<file path="src/rtl/alu_pkg.sv">
// alu_pkg: shared ALU operation codes and funct field encodings
// Used by alu_op_decode, alu_control_unit and the ALU itself.
package alu_pkg;
    typedef logic [2:0] alu_opcode_t;
    localparam alu_opcode_t ALU_NOP   = 3'b000;
    localparam alu_opcode_t ALU_LOAD  = 3'b001;
    localparam alu_opcode_t ALU_STORE = 3'b010;
    localparam alu_opcode_t ALU_ADD   = 3'b011;
    localparam alu_opcode_t ALU_NOT   = 3'b100;
    localparam logic [2:0] FUNCT_NOP   = 3'b000;
    localparam logic [2:0] FUNCT_LOAD  = 3'b001;
    localparam logic [2:0] FUNCT_STORE = 3'b010;
    localparam logic [2:0] FUNCT_ADD   = 3'b011;
    localparam logic [2:0] FUNCT_NOT   = 3'b100;
endpackage

</file>
<file path="src/rtl/alu_op_decode.sv">
// alu_op_decode: combinational alu_op/funct to ALU operation decode
// Ports: alu_op (1 = use funct), funct [2:0]; operation [2:0], illegal (reserved funct with alu_op=1).
module alu_op_decode
    import alu_pkg::*;
(
    input  logic        alu_op,
    input  logic [2:0]  funct,
    output alu_opcode_t operation,
    output logic        illegal
);
    always_comb begin
        operation = ALU_NOP;
        illegal   = 1'b0;
        if (alu_op) begin
            case (funct)
                FUNCT_NOP:   operation = ALU_NOP;
                FUNCT_LOAD:  operation = ALU_LOAD;
                FUNCT_STORE: operation = ALU_STORE;
                FUNCT_ADD:   operation = ALU_ADD;
                FUNCT_NOT:   operation = ALU_NOT;
                default:     illegal   = 1'b1;
            endcase
        end
    end
endmodule

</file>
<file path="src/rtl/alu_control_unit.sv">
// alu_control_unit: registered ALU operation decode, the operation slice of ID/EX
// Ports: clk, rst (sync, active high), alu_op, funct [2:0], stall (hold), flush (bubble);
//        operation [2:0] and illegal are registered outputs. Priority: rst > flush > stall > load.
module alu_control_unit
    import alu_pkg::*;
(
    input  logic        clk,
    input  logic        rst,
    input  logic        alu_op,
    input  logic [2:0]  funct,
    input  logic        stall,
    input  logic        flush,
    output alu_opcode_t operation,
    output logic        illegal
);
    alu_opcode_t next_operation;
    logic        next_illegal;

    alu_op_decode u_decode (
        .alu_op    (alu_op),
        .funct     (funct),
        .operation (next_operation),
        .illegal   (next_illegal)
    );

    always_ff @(posedge clk) begin
        if (rst || flush) begin
            operation <= ALU_NOP;
            illegal   <= 1'b0;
        end else if (!stall) begin
            operation <= next_operation;
            illegal   <= next_illegal;
        end
    end
endmodule

</file>
<file path="config.mk">
export PLATFORM = sky130hd
export DESIGN_NAME = alu_control_unit
export DESIGN_NICKNAME = d
export VERILOG_FILES = /design/src/rtl/alu_pkg.sv /design/src/rtl/alu_op_decode.sv /design/src/rtl/alu_control_unit.sv
export SDC_FILE = /design/constraint.sdc
export NUM_CORES = 1
export LEC_CHECK = 0
export ABC_AREA = 1
export CORE_AREA = 5 5 42 44
export CTS_CLUSTER_SIZE = 14
export DETAILED_ROUTE_END_ITERATION = 8
export DIE_AREA = 0 0 47 49
export GPL_TIMING_DRIVEN = 0
export PLACE_DENSITY = 0.4
export SLEW_MARGIN = 10
export SYNTH_ARGS = -nofsm -noshare
export SYNTH_HDL_FRONTEND = slang
export SYNTH_SLANG_ARGS = --single-unit
</file>
<file path="constraint.sdc">
create_clock -name clk -period 1.6 [get_ports clk]
set_clock_uncertainty 0.2 [all_clocks]
set_input_delay 0.32 -clock clk [delete_from_list [all_inputs] [get_ports clk]]
set_output_delay 0.32 -clock clk [all_outputs]
set_load 0.03 [all_outputs]
</file>
## Word-level counts from Yosys, hierarchy flattened

Cells that the tools add are included.

| word-level totals | value |
|---|---|
| logic and storage cells | 13 |
| register bits | 4 |

| operators by class | value |
|---|---|
| reduce and logical (&&, ||, !) cells | 3 |
| equality and inequality tests | 4 |
| muxes and demuxes | 4 |

Operator list:

| cell | number |
|---|---|
| case mux 3 bit (4 select lines) | 1 |
| equality test 3 x 2 -> 1 bit, second input constant | 2 |
| OR reduction 5 bit | 1 |
| equality test 3 x 1 -> 1 bit, second input constant | 1 |
| equality test 3 bit, second input constant | 1 |
| zero test 3 bit | 1 |
| 2-to-1 mux 3 bit | 1 |
| 2-to-1 mux 1 bit | 2 |
| logical OR 1 bit | 1 |

## Longest topological paths before layout

Gate-level depths: netlist of run 1.

| logic depth | value |
|---|---|
| depth in word-level cells | 4 |
| mapped depth | 4 |
| depth with buffers taken out | 4 |

## Cells and area by module

A second synthesis of run 1 with hierarchy kept.

| second synthesis, totals | value |
|---|---|
| cells, all modules | 37 |
| area total of the unflattened synthesis | 219.0 um^2 |

Modules (own cells, without submodules):

| module | sequential area each (um^2) | times used | area an instance (um^2) | cells each |
|---|---|---|---|---|
| alu_control_unit | 80.1 | 1 | 177.7 | 26 |
| alu_op_decode | 0.0 | 1 | 41.3 | 11 |

## Least setup slack after synthesis of run 1

OpenSTA, ideal clock, no wires.

| path | value |
|---|---|
| path kind | register to output |
| start | register illegal |
| end | output illegal |
| buffers on the path | 0 |
| data arrival time | 475 ps |
| cell stages (with the launch flop) | 1 |
| required time | 1080 ps |
| slack | 605 ps |
| cell sequence | dfxtp_1 |

RTL lines:

| item | RTL line | RTL |
|---|---|---|
| start: declaration | alu_control_unit.sv:14 | `output logic illegal` |
| start signal: assignment | alu_control_unit.sv:32 | `illegal <= next_illegal;` |

No word-level cell between the ends.

## Worst setup path in the final report of run 1

| path | value |
|---|---|
| start | register illegal |
| end | output illegal |

No word-level cell between the ends.

==> impl_metrics.json, run 1 <==
{
  "status": "complete, no violations",
  "min_period_over_period_pct": 92.19,
  "min_from": "operation[1]",
  "synth_nets": 32,
  "wl_per_cell_um": 8.926,
  "yosys.area.top_type": "dfxtp_1",
  "finalPower_mw": 0.2621,
  "syn_avg_cell_area_um2": 7.090,
  "synth.area.top_cells": "dfxtp_1, a21oi_1, nand3_1, nand2_1, inv_1",
  "startpoint_type": "flop",
  "cts_setup_buffers": 0,
  "cts_tree": "built",
  "crit_type": "reg -> out",
  "cp.required_ns": 1.08,
  "synth_common_cells": "nand2_1, a21oi_1, dfxtp_1, inv_1, nand3_1",
  "num_rows": 14,
  "synth.distinct_cells": 8,
  "synth_enable_flop_cells": 0,
  "powerDensity_mw_per_mm2": 824.6,
  "synth-main-ff-cell": "dfxtp_1",
  "min_to": "operation[1]",
  "post-route-min-period_ns": 1.475,
  "synth_cells": 24,
  "boundaryPins": 12,
  "vdd_drop_max_mv": 0.3740,
  "die_area_mm2": 0.002303,
  "end_kind": "output port",
  "grt_first_pass_wirelength_um": 738,
  "highest_layer": "met4",
  "rrSetupSlack_ns": 0.82,
  "fin_tns_setup_ns": 0,
  "drt_iter0_markers": 2,
  "cp_slowest_cell": "dlygate4sd2_1",
  "cts.path.max_buffers": 2,
  "numCtsBuffers": 3,
  "critical_path.cell_chain": "dlygate4sd2_1",
  "die_w_um": 47,
  "clock-sinks": 4,
  "synthArstFlopShare_pct": 0,
  "whs_path_depth": 2,
  "rr_worst_depth": 2,
  "hold_viol": 0,
  "htree_levels": 1,
  "drcViolationCount": 0,
  "wirelength_um": 482,
  "yosys.cell_count.top_type": "nand2_1",
  "initial_core_util_pct": 12.14,
  "ys_seq_area_share_pct": 47.06,
  "ys_warn_count": 0,
  "worstMarginPinSlew_ns": 0.3024,
  "critPathArrivalTime_ns": 0.96,
  "via_per_inst": 3.648,
  "finalSetupViolations": 0,
  "clock-root-buffer": "clkbuf_4",
  "p_leak_nw": 0.1423,
  "antenna_found_initial": 0,
  "hold_slack_ns": 0.2494,
  "path_max_fanout": 2,
  "gp_congestion": 0.6004,
  "met3WireLength_um": 75,
  "fin_nets": 48,
  "wl_met1_um": 182,
  "worst_slack_ns": 0.1249,
  "multiInputGateArea_um2": 75.07,
  "wl_met2_um": 216,
  "rr_startpoint": "illegal",
  "nFillCells": 166,
  "grt_max_degree": 6,
  "cpPeakStageDelay_ns": 0.40,
  "fp.dieH_um": 49,
  "r2r-end": "illegal",
  "vias": 197,
  "path_buf_inv": 1,
  "layout-drive-gt1-share_pct": 10.53,
  "area_growth_pct": 86.77,
  "grt_usage_pct": 5.070,
  "dp_slack_ns": 0.04340,
  "ant_nets": 0,
  "core_mm2": 0.001401,
  "ys_seq_elements": 4,
  "hp-class": "reg -> reg",
  "maxCapViolCount": 0,
  "gr-total-overflow": 0,
  "finalMaxSlewViolations": 0,
  "clk_transition_reported_paths_ns": 0.04,
  "slew_headroom_pct": 79.92,
  "syn-cell-area_um2": 170.2,
  "final_area_um2": 317.8,
  "io_buffers": 11,
  "grt_setup_unrepaired": "false",
  "drt_first_pass_iters": 2,
  "max_freq_mhz": 677.9,
  "grt_pass1_vias": 179,
  "seqCellArea_um2": 80.08,
  "crit_family": "buffers and inverters",
  "antenna_cells": 0,
  "yosysTopAreaCellShare_pct": 47.06,
  "clock_latency_ns": 0.24,
  "dpl-instance-area_um2": 300.3
}
through the flow:
stage	utilization, %	std cells
2_1_floorplan	-	24
3_3_place_gp	21.43	51
3_5_place_dp	21.43	51
4_1_cts	22.68	54
5_1_grt	22.68	54
6_report	22.68	54
layer usage:
metal  global-route usage (%)  up-vias
li1                         -      106
met1                    5.055       80
met2                    5.430        9
met3                    7.011        2
met4                    2.765        0
met5                        0        -
sequential cells by signal, indices dropped and copies added, names as in the netlist:
name,cells
operation,3
illegal,1
cell usage in the layout, fill, tap and decap left out:
cell type / count
nor2_1: 1
dlygate4sd2_1: 4
dfxtp_1: 4
clkdlybuf4s50_1: 7
clkbuf_4: 3
nand2_1: 5
nor2_2: 1
inv_1: 4
a21oi_1: 4
nand3_1: 4
or2_1: 1
kinds of logic (layout without fill, tap and decap cells):
logic type      after synthesis  in the layout  synth area share, %
simple gates                 12             12                32.36
buf+inv                       4             18                8.821
compound gates                4              4                11.77
flops                         4              4                47.06
worst min-delay path: stages, from the launching register on:
cell and delay [ns]:
dfxtp_1 0.30, nand2_1 0.05, a21oi_1 0.05
what timing repair did:
action / in CTS / in global routing
gates resized for setup: 4 / 0
hold buffers: 0 / 0
endpoints found under the setup margin: 4 / 0
endpoints found under the hold margin: 0 / 0
where the power goes:
part	switching, mW	total (mW)	leakage, nW	internal, mW
combinational	0.0145	0.0343	0.0962	0.0198
clock	0.0418	0.126	0.0138	0.0839
sequential	0.000508	0.102	0.0323	0.102
total	0.0568	0.262	0.142	0.205
how the worst max path moves through the flow:
| stage | start | to | slack (ns) | cells past startpoint |
|---|---|---|---|---|
| 6_report | illegal | illegal | 0.12 | 1 |
| 4_1_cts | operation[1] | operation[1] | 0.11 | 1 |
| 5_1_grt | illegal | illegal | 0.08 | 1 |
| 2_1_floorplan | illegal | illegal | 0.61 | 0 |
| 3_5_place_dp | stall | operation[2] | 0.04 | 4 |
| 3_3_place_gp | stall | operation[2] | 0.06 | 4 |
area by class of cell:
cell class | instances | area share [%]
multi-input combinational | 16 | 23.62
timing repair buffer | 11 | 33.07
clock buffer | 3 | 7.087
tap | 16 | 6.299
sequential | 4 | 25.20
inverter | 4 | 4.724
(Power assumes the default switching activity.)
==> run 2, diff against run 1 <==
--- a/config.mk
+++ b/config.mk
@@ -16,3 +16,4 @@
 export SYNTH_ARGS = -nofsm -noshare
 export SYNTH_HDL_FRONTEND = slang
 export SYNTH_SLANG_ARGS = --single-unit
+export TNS_END_PERCENT = 5
==> results of run 2 <==
Same layout as run 1: the final DEF is identical, and so are final timing and power.
